[config.mk]
export PLATFORM = sky130hd
export DESIGN_NAME = pipeline_hazard_ctrl
export DESIGN_NICKNAME = d
export VERILOG_FILES = /design/src/rtl/pipeline_hazard_ctrl.sv
export SDC_FILE = /design/constraint.sdc
export NUM_CORES = 1
export LEC_CHECK = 0
export CORE_MARGIN = 2
export CORE_UTILIZATION = 32
export DETAILED_ROUTE_END_ITERATION = 12
export GPL_ROUTABILITY_DRIVEN = 0
export PLACE_DENSITY_LB_ADDON = 0.2
export SETUP_SLACK_MARGIN = 0.1
export SYNTH_ARGS = -nofsm -noshare
export SYNTH_HDL_FRONTEND = slang
export SYNTH_SLANG_ARGS = --single-unit
[constraint.sdc]
create_clock -name clk -period 2.5 [get_ports clk]
set_clock_uncertainty 0.05 [all_clocks]
set_input_delay 0.5 -clock clk [delete_from_list [all_inputs] [get_ports clk]]
set_output_delay 0.5 -clock clk [all_outputs]
set_load 0.005 [all_outputs]
[src/rtl/pipeline_hazard_ctrl.sv]
// Hazard controller for the 5-stage RV32 core.
// Resolves RAW hazards by forwarding from MEM/WB, stalls only on a true
// load-use dependency, holds the pipe while the GEMM accelerator is busy
// (with a deadlock timeout) and raises branch/interrupt flushes.
module pipeline_hazard_ctrl #(
    parameter int XLEN              = 32,
    parameter int LOAD_STALL_CYCLES = 1,
    parameter int ACC_TIMEOUT       = 1024,
    parameter int TO_W              = 16
) (
    input  logic            clk,
    input  logic            reset,
    input  logic [XLEN-1:0] inst_exec,
    input  logic [XLEN-1:0] inst_mem,
    input  logic [XLEN-1:0] inst_wb,
    input  logic            reg_wr_mem,
    input  logic            mem_read_mem,
    input  logic            reg_wr_wb,
    input  logic            sel_for_branch,
    input  logic            interupt_sel,
    input  logic            m_busy,
    input  logic            m_done,
    input  logic            acc_timeout_clr,
    output logic [1:0]      forward_sel_1,
    output logic [1:0]      forward_sel_2,
    output logic            flush_sel,
    output logic            stall,
    output logic            acc_timeout
);

    typedef enum logic [1:0] {
        NORMAL     = 2'd0,
        LOAD_STALL = 2'd1,
        ACC_WAIT   = 2'd2
    } state_t;

    // The entry cycle in NORMAL already stalls, so the counter reloads one short.
    localparam logic [3:0]      LOAD_RELOAD = 4'(LOAD_STALL_CYCLES - 1);
    localparam logic [TO_W:0]   TO_LIMIT    = (TO_W+1)'(ACC_TIMEOUT);
    localparam logic [TO_W-1:0] TO_MAX      = {TO_W{1'b1}};
    localparam bit              TO_EN       = (ACC_TIMEOUT != 0);

    state_t          r_state;
    logic [3:0]      r_cnt;
    logic [TO_W-1:0] r_to_cnt;
    logic            r_acc_timeout;

    logic [4:0]      w_rs1;
    logic [4:0]      w_rs2;
    logic [4:0]      w_rd_mem;
    logic [4:0]      w_rd_wb;
    logic            w_mem_fwd_ok;
    logic            w_wb_fwd_ok;
    logic            w_load_use;
    logic            w_flush;
    logic            w_acc_req;
    logic [TO_W:0]   w_to_next;
    logic            w_to_hit;
    logic            w_stall;
    logic [1:0]      w_fs1;
    logic [1:0]      w_fs2;
    logic            w_unused;

    // MEM wins over WB because it holds the younger value of the register.
    function automatic logic [1:0] fwd_sel(input logic [4:0] rs,
                                           input logic       mem_ok,
                                           input logic [4:0] rd_mem,
                                           input logic       wb_ok,
                                           input logic [4:0] rd_wb);
        if (mem_ok && (rs == rd_mem)) begin
            return 2'b01;
        end else if (wb_ok && (rs == rd_wb)) begin
            return 2'b10;
        end else begin
            return 2'b00;
        end
    endfunction

    // Counters hold at their limits instead of wrapping.
    function automatic logic [TO_W-1:0] sat_inc(input logic [TO_W-1:0] v);
        return (v == TO_MAX) ? v : v + TO_W'(1);
    endfunction

    function automatic logic [3:0] sat_dec(input logic [3:0] v);
        return (v == 4'd0) ? v : v - 4'd1;
    endfunction

    assign w_rs1    = inst_exec[19:15];
    assign w_rs2    = inst_exec[24:20];
    assign w_rd_mem = inst_mem[11:7];
    assign w_rd_wb  = inst_wb[11:7];

    // Only the register fields matter here; the rest of each word is ignored.
    assign w_unused = ^{inst_exec[XLEN-1:25], inst_exec[14:0],
                        inst_mem[XLEN-1:12],  inst_mem[6:0],
                        inst_wb[XLEN-1:12],   inst_wb[6:0]};

    // A load result is not ready in MEM, so loads never forward from there.
    assign w_mem_fwd_ok = reg_wr_mem & ~mem_read_mem & (w_rd_mem != 5'd0);
    assign w_wb_fwd_ok  = reg_wr_wb & (w_rd_wb != 5'd0);
    assign w_load_use   = mem_read_mem & reg_wr_mem & (w_rd_mem != 5'd0) &
                          ((w_rs1 == w_rd_mem) | (w_rs2 == w_rd_mem));
    assign w_flush      = sel_for_branch | interupt_sel;
    assign w_acc_req    = m_busy & ~m_done;

    assign w_fs1 = fwd_sel(w_rs1, w_mem_fwd_ok, w_rd_mem, w_wb_fwd_ok, w_rd_wb);
    assign w_fs2 = fwd_sel(w_rs2, w_mem_fwd_ok, w_rd_mem, w_wb_fwd_ok, w_rd_wb);

    // Timeout fires in the wait cycle where the count would reach ACC_TIMEOUT.
    assign w_to_next = {1'b0, r_to_cnt} + (TO_W+1)'(1);
    assign w_to_hit  = TO_EN && (r_state == ACC_WAIT) && w_acc_req &&
                       (w_to_next >= TO_LIMIT);

    // Stall decode from the current state and this cycle's hazard inputs.
    always_comb begin
        w_stall = 1'b0;
        case (r_state)
            NORMAL:     w_stall = w_acc_req | (w_load_use & ~w_flush);
            LOAD_STALL: w_stall = (r_cnt != 4'd0) & ~w_flush;
            ACC_WAIT:   w_stall = w_acc_req & ~w_to_hit;
            default:    w_stall = 1'b0;
        endcase
    end

    // State, stall counters and the sticky timeout flag.
    always_ff @(posedge clk or negedge reset) begin
        if (!reset) begin
            r_state       <= NORMAL;
            r_cnt         <= 4'd0;
            r_to_cnt      <= '0;
            r_acc_timeout <= 1'b0;
        end else begin
            if (w_to_hit) begin
                r_acc_timeout <= 1'b1;
            end else if (acc_timeout_clr) begin
                r_acc_timeout <= 1'b0;
            end

            case (r_state)
                NORMAL: begin
                    if (w_acc_req) begin
                        r_state  <= ACC_WAIT;
                        r_to_cnt <= TO_W'(1);
                    end else if (w_load_use && !w_flush) begin
                        r_state <= LOAD_STALL;
                        r_cnt   <= LOAD_RELOAD;
                    end
                end
                LOAD_STALL: begin
                    if (w_flush) begin
                        r_state <= NORMAL;
                        r_cnt   <= 4'd0;
                    end else if (r_cnt == 4'd0) begin
                        // Release cycle: the frozen instruction moves on without re-detection.
                        r_state <= NORMAL;
                    end else begin
                        r_cnt <= sat_dec(r_cnt);
                    end
                end
                ACC_WAIT: begin
                    if (!w_acc_req || w_to_hit) begin
                        r_state  <= NORMAL;
                        r_to_cnt <= '0;
                    end else begin
                        r_to_cnt <= sat_inc(r_to_cnt);
                    end
                end
                default: begin
                    r_state <= NORMAL;
                    r_cnt   <= 4'd0;
                end
            endcase
        end
    end

    // Every output, combinational ones included, is held at 0 during reset.
    assign forward_sel_1 = reset ? w_fs1 : 2'b00;
    assign forward_sel_2 = reset ? w_fs2 : 2'b00;
    assign flush_sel     = reset ? w_flush : 1'b0;
    assign stall         = reset ? w_stall : 1'b0;
    assign acc_timeout   = reset ? (r_acc_timeout | w_to_hit) : 1'b0;

endmodule
==> results of run 1 <==
## worst max-delay path, cell delays in order (launching register included)
cell and delay, ns:
dfrtp_1 0.39, nand4_1 0.13, buf_4 0.17, nor4_4 0.30, buf_4 0.17, xnor2_1 0.05, or4_4 0.52, nor2b_4 0.15
o21a_1 0.16, buf_2 0.12
## per-stage QoR
step | utilization, % | setup TNS [ns] | cells | instance area, µm² | power, µW
after floorplan | - | -0.2098 | 193 | 1680 | 507.3
after global placement | 49.93 | -4.446 | 353 | 2534 | 642.2
after detailed placement | 49.93 | -5.223 | 353 | 2534 | 644.7
after CTS | 53.28 | -1.155 | 369 | 2704 | 899.7
after global routing | 57.30 | -1.100 | 378 | 2908 | 967.6
final | 57.30 | -0.8994 | 378 | 2908 | 915.9
## power by group through the flow
| stage | Combinational, µW | Clock [µW] | Sequential [µW] |
|---|---|---|---|
| finish | 259 | 241 | 416 |
| global route | 286 | 263 | 419 |
| CTS | 239 | 249 | 411 |
| detailed placement | 228 | 0 | 416 |
| global placement | 225 | 0 | 417 |
| floorplan | 93.0 | 0 | 414 |
## cell usage in the layout, fill, tap and decap left out, types with 7 or more instances in the layout
cell	instances
dfrtp_1	19
buf_6	12
inv_1	8
buf_4	73
clkdlybuf4s50_1	14
nand3_1	17
xor2_1	12
a21oi_1	7
xnor2_1	11
nand2_1	12
nor2_1	14
buf_2	8
## metal layers
layer	global-route usage, %	up-vias	share of wire (%)
li1	-	941	-
met1	21.25	908	43
met2	31.25	49	51
met3	3.436	6	4.3
met4	2.182	0	1.0
met5	0	-	0
## path summary, 6_finish.rpt
kind / endpoint / slack (ns) / depth (start not counted)
setup reg to reg: r_to_cnt[6] / 0.08 / 11
hold / removal: r_state[0] / 0.30 / 2
min in group clk: r_acc_timeout / 0.44 / 1
hold reg to reg: r_acc_timeout / 0.44 / 1
max in group asynchronous: r_to_cnt[0] / 1.61 / 3
setup / recovery: acc_timeout / -0.48 / 9
## cell type report
type	instances	area (µm²)	area share, %
Inverter	8	30.03	1.033
Tap cell	70	87.58	3.012
Multi-Input combinational cell	155	1192	41.01
Timing Repair Buffer	118	970.9	33.39
Clock inverter	1	5.005	0.1721
Sequential cell	23	580.6	19.97
Clock buffer	3	41.29	1.420
## kinds of logic (layout without fill, tap and decap cells)
kind of cell | count (synthesis) | count (layout) | share of synthesized area (%)
multiplexers | 1 | 1 | 0.9000
AO/OA/AOI/OAI | 43 | 43 | 17.41
flip-flops | 23 | 23 | 34.51
XOR/XNOR | 23 | 23 | 12.08
AND/OR/NAND/NOR | 86 | 86 | 29.03
adder cells (fa/ha/maj) | 2 | 2 | 1.500
buffers and inverters | 15 | 130 | 4.576
## timing repair
action                                  in CTS  in global routing
resized for setup                           80                 36
pin swaps                                   20                 24
endpoints found under the setup margin      12                 16
buffers inserted                            12                 11
hold buffers                                 0                  0
endpoints found under the hold margin        0                  0
gates cloned                                 2                  0
## state kept, by name, summed over array words and instances (netlist names)
name / count
r_to_cnt: 16
r_state: 2
r_cnt: 4
r_acc_timeout: 1
==> key figures, run 1 <==
Setup path
  – Launching point of the worst reg2reg path: r_to_cnt[1]
  – CP Max Fanout: 3
  – Worst setup path class: flop to output pin
  – Setup crit start kind: flop
  – Worst Setup SP: r_to_cnt[7]
  – Crit. End Element: output pin
  – Worst endpoint required time: around 2.0 ns
  – CP arrival: between 2 and 2.5 ns

Cells and area
  – Diode count: 0
  – Layout cells sized above 1: 43.51%
  – NumNets Final: 417
  – Area Growth Syn to Fin: 74.34%
  – Fillers: 479

Routing
  – DRT iter0 DRCs: 72
  – Drt drc: 0
  – Initial DRT Pass Iterations: 4
  – Antenna viol nets, final: 0
  – Post-detailed-routing wire length: 5178 µm
  – Wire per inst: 13.70 µm
  – Routed vias: 1904
  – Vias per cell: ~5.0

Synth
  – Synth Net Count: 301
  – Largest area contributor in the synthesized netlist: dfrtp_1
  – Mapped Area: 1668 µm²
  – Sequential area share after synthesis: 34.51%
  – Avg Cell Area, Syn: 8.642 µm²
  – Post-synth top area share: 34.51%
  – Synth cell types: 48
  – Synth top area cells: dfrtp_1 35%, xor2_1 6.3%, xnor2_1 5.8%, nand3_1 5.4%, nor2_1 3.4%
  – Synth top cells by count: 23 x dfrtp_1, 18 x nand3_1, 15 x nor2_1
  – Synth Register Bits: 23
  – Cells after synthesis: 193
  – Most frequent cell after synthesis: dfrtp_1
  – Async set-reset flop share out of synthesis: 100.0%
  – Ys Warns: 0
  – Top_reg_cell synth: dfrtp_1
  – Post-synth EDFFs: 0

Clocking
  – TritonCTS Buffers: 3
  – Clk buf depth: 2
  – Clock-pin slew on the worst setup and hold paths: 0.09 ns
  – TritonCTS clock tree: built
  – Root Buffer: clkbuf_8
  – Clock Sinks: 23
  – Clock Latency Late Sink: 0.27 ns
  – Htree depth: 1

Pwr
  – Sw Ratio: 29.27%
  – Sw Pwr: 268.1 µW
  – Clock share of power: a little over a quarter
  – Combinational power share: 28.2%
  – Power density cells: 315.0 nW/µm²
  – Leakage: 0.001353 µW
  – Share of power burned in registers: between 40% and 50%
  – VDD IR max: ~210 µV
  – Int Power: 647.8 µW

GRT
  – Initial antenna violation count: 0
  – Gr ovfl total: 0
  – Largest net degree at the start of global routing: 23
  – Vias in the first global route: roughly 1800
  – GR Util All Layers: 17.05%
  – First-pass GRT wire length: slightly above 8000 µm

STA
  – Rel. slew slack: 72.92%
  – Fin crit share: 119.3%
  – Final setup violation count: 2
  – Min Tclk post-route: 2.982 ns
  – Hold Slack: 0.3007 ns
  – Hold Fails Final Rpt: 0
  – Unrepaired setup endpoints after global routing: true
  – Max Clock Freq: 0.3353 GHz
  – Final setup margin: -0.4823 ns
  – Measured slew at the worst slew-check pin: 0.3960 ns
  – Slew Viols, Final: 0

Floorplan
  – Die Y-Extent: roughly 76 µm
  – Initial cell density of the core: 32.86%
  – Die area: about 5800 µm²
  – Total core area: 5075 µm²
  – Num rows: 26
  – Die Span X: roughly 76 µm
  – Top Ports: 113

Placed design
  – Buffers on Ports: 36
  – Hpwl dp: 3563 µm
  – Pre-CTS worst setup slack: -0.8283 ns

Outcome
  – Failing checks: negative setup slack
  – Outcome: finished with violations

Job
  – Max-Cap Viols: 0

Hold path
  – Hold Crit Class: input pin to asynchronous set/reset pin
Power figures use the tool's default switching activity.
==> run 2, diff against run 1 <==
- CTS_CLUSTER_SIZE: default -> 24
- SKIP_CTS_REPAIR_TIMING: default -> 1
==> key figures, run 2 (synthesis results as in run 1) <==
Job
  – Max-Cap Viols: 0 (unchanged)

Cells and area
  – Area Growth Syn to Fin: 64.44%
  – Most frequent cells in the layout: 65 x buf_4, 20 x dlymetal6s2s_1, 20 x dfrtp_1, 18 x nand3_1, 14 x nor2_1
  – Diode count: 0 (unchanged)
  – Fin cells: 361 (-4.5%)
  – Max FFs per register: 16 (unchanged)
  – Most common cell after layout, fill and taps aside: buf_4
  – NumNets Final: 400 (-4.1%)
  – Largest Register: r_to_cnt
  – Fillers: 498 (+4.0%)
  – Area of the multi-input gates: 1126 µm² (-5.6%)
  – Final core area utilization: 54.04% (-3.3 points)
  – Layout cells sized above 1: 35.05% (-8.5 points)
  – Register area: 579.3 µm² (-0.22%)
  – Biggest regs: r_to_cnt: 16 flops, r_cnt: 4 flops, r_state: 2 flops

Floorplan
  – Die area: 5806 µm² (unchanged)
  – Total core area: 5075 µm² (unchanged)
  – Die Span X: 76.20 µm (unchanged)
  – Initial cell density of the core: 32.86% (unchanged)
  – Die Y-Extent: 76.20 µm (unchanged)
  – Num rows: 26 (unchanged)
  – Top Ports: 113 (unchanged)

STA
  – Final setup margin: -0.4088 ns (+0.07352 ns)
  – Final setup violation count: 2 (unchanged)
  – TNS Setup: -0.7809 ns (+0.1185 ns)
  – Rel. slew slack: 72.78% (-0.14 points)
  – Hold Slack: 0.1692 ns (-0.1315 ns)
  – Unrepaired setup endpoints after global routing: true
  – Fin crit share: 116.4% (-2.9 points)
  – Measured slew at the worst slew-check pin: 0.3981 ns (+0.002079 ns)
  – Min Tclk post-route: 2.909 ns (-0.07352 ns)
  – Hold Fails Final Rpt: 0 (unchanged)
  – Max Clock Freq: 0.3438 GHz (+2.5%)
  – Slew Viols, Final: 0 (unchanged)

Clocking
  – TritonCTS Buffers: 3 (unchanged)
  – Clock-pin slew on the worst setup and hold paths: 0.08 ns (about the same)
  – TritonCTS clock tree: built
  – Clock Sinks: 23 (unchanged)
  – Clock Latency Late Sink: 0.27 ns (about the same)
  – Root Buffer: clkbuf_8
  – Clk buf depth: 2 (unchanged)
  – Htree depth: 1 (unchanged)

Hold path
  – Hold Crit Class: input pin to asynchronous set/reset pin

Placed design
  – Buffers on Ports: 36 (unchanged)
  – Hpwl dp: 3563 µm (unchanged)
  – # placed instances: 353 (unchanged)

Setup path
  – Worst endpoint required time: 1.95 ns (about the same)
  – Crit. End Element: output pin
  – CP max stage cell: or4_4
  – CP Max Fanout: 4 (+1)
  – Setup crit start kind: flop
  – Worst setup path class: flop to output pin
  – CP arrival: 2.36 ns (-0.07 ns)
  – CP Cell Sequence: ha_2 > and3_4 > nand4_4 > mux2_4 > or4_4 > nor2b_4 > o21a_1 > clkbuf_2
  – Worst path max stage delay: 0.43 ns (-0.09 ns)

Pwr
  – Leakage: 0.001409 µW (+4.2%)
  – Power density cells: 322.1 nW/µm² (+2.3%)
  – VDD IR max: 213.3 µV (-0.40%)

Routing
  – Routed vias: 1776 (-6.7%)
  – Drt drc: 0 (unchanged)
  – Vias per cell: 4.920 (-2.3%)
  – Post-detailed-routing wire length: 4679 µm (-9.6%)
  – Antenna viol nets, final: 0 (unchanged)
  – DRT iter0 DRCs: 53 (-26%)
  – Wire per inst: 12.96 µm (-5.4%)
  – Initial DRT Pass Iterations: 4 (unchanged)

Outcome
  – Outcome: finished with violations
  – Failing checks: negative setup slack

GRT
  – Largest net degree at the start of global routing: 23 (unchanged)
  – Vias in the first global route: 1679 (-6.8%)
  – First-pass GRT wire length: 7493 µm (-8.0%)
  – GR Util All Layers: 15.47% (-1.6 points)
  – Gr ovfl total: 0 (unchanged)
  – Initial antenna violation count: 0 (unchanged)
## run 2: changes by cell type in the layout (fill, tap and decap cells not counted), sizes merged
cell           delta
dlygate4sd2       -6
clkbuf            +2
dlymetal6s2s     +18
buf              -27
clkdlybuf4s15     -1
clkdlybuf4s50     -3
## run 2: area by class of cell
class,instances,share of cell area [%]
repair buffers,101,31.84
inverters,8,1.095
clock buffers,3,1.505
flip-flops and latches,23,21.12
clock inverters,1,0.1825
well taps,70,3.193
multi-input cells,155,41.06
## run 2: path summary, 6_finish.rpt
kind,start,end,slack (ns),cells after the start
setup reg to reg,r_to_cnt[0],r_to_cnt[6],0.19,9
hold reg to reg,r_acc_timeout,r_acc_timeout,0.44,1
min in group clk,r_acc_timeout,r_acc_timeout,0.44,1
setup / recovery,r_to_cnt[0],acc_timeout,-0.41,8
max in group asynchronous,reset,r_to_cnt[5],1.75,3
hold / removal,reset,r_state[0],0.17,2
## run 2: layer usage
layer / track usage (%) / vias to the layer above / wire [µm]
li1: - / 904 / -
met1: 20.65 / 829 / 2157
met2: 26.34 / 41 / 2303
met3: 3.436 / 2 / 202
met4: 2.182 / 0 / 16
met5: 0 / - / 0
## run 2: worst max-delay path: cells and delay by family (launching register included)
kind / cells / cell delay (ns)
DFF: 1 / 0.40
AOI/OAI and AO/OA: 1 / 0.16
adders and majority gates: 1 / 0.19
buffers and inverters: 1 / 0.10
and+or+nand+nor: 4 / 0.91
muxes: 1 / 0.33
## run 2: where the power goes
group	internal, µW	switching, µW
combinational	127	107
sequential	391	19.9
clock	111	126
## run 2: through the flow
step | cell area, µm² | setup WS (ns) | total power [µW]
finish | 2743 | -0.4088 | 883.3
global route | 2743 | -0.4920 | 938.2
CTS | 2580 | -0.8354 | 887.3
detailed placement | 2534 | -0.8283 | 644.7
global placement | 2534 | -0.7903 | 642.2
floorplan | 1680 | -0.1339 | 507.3
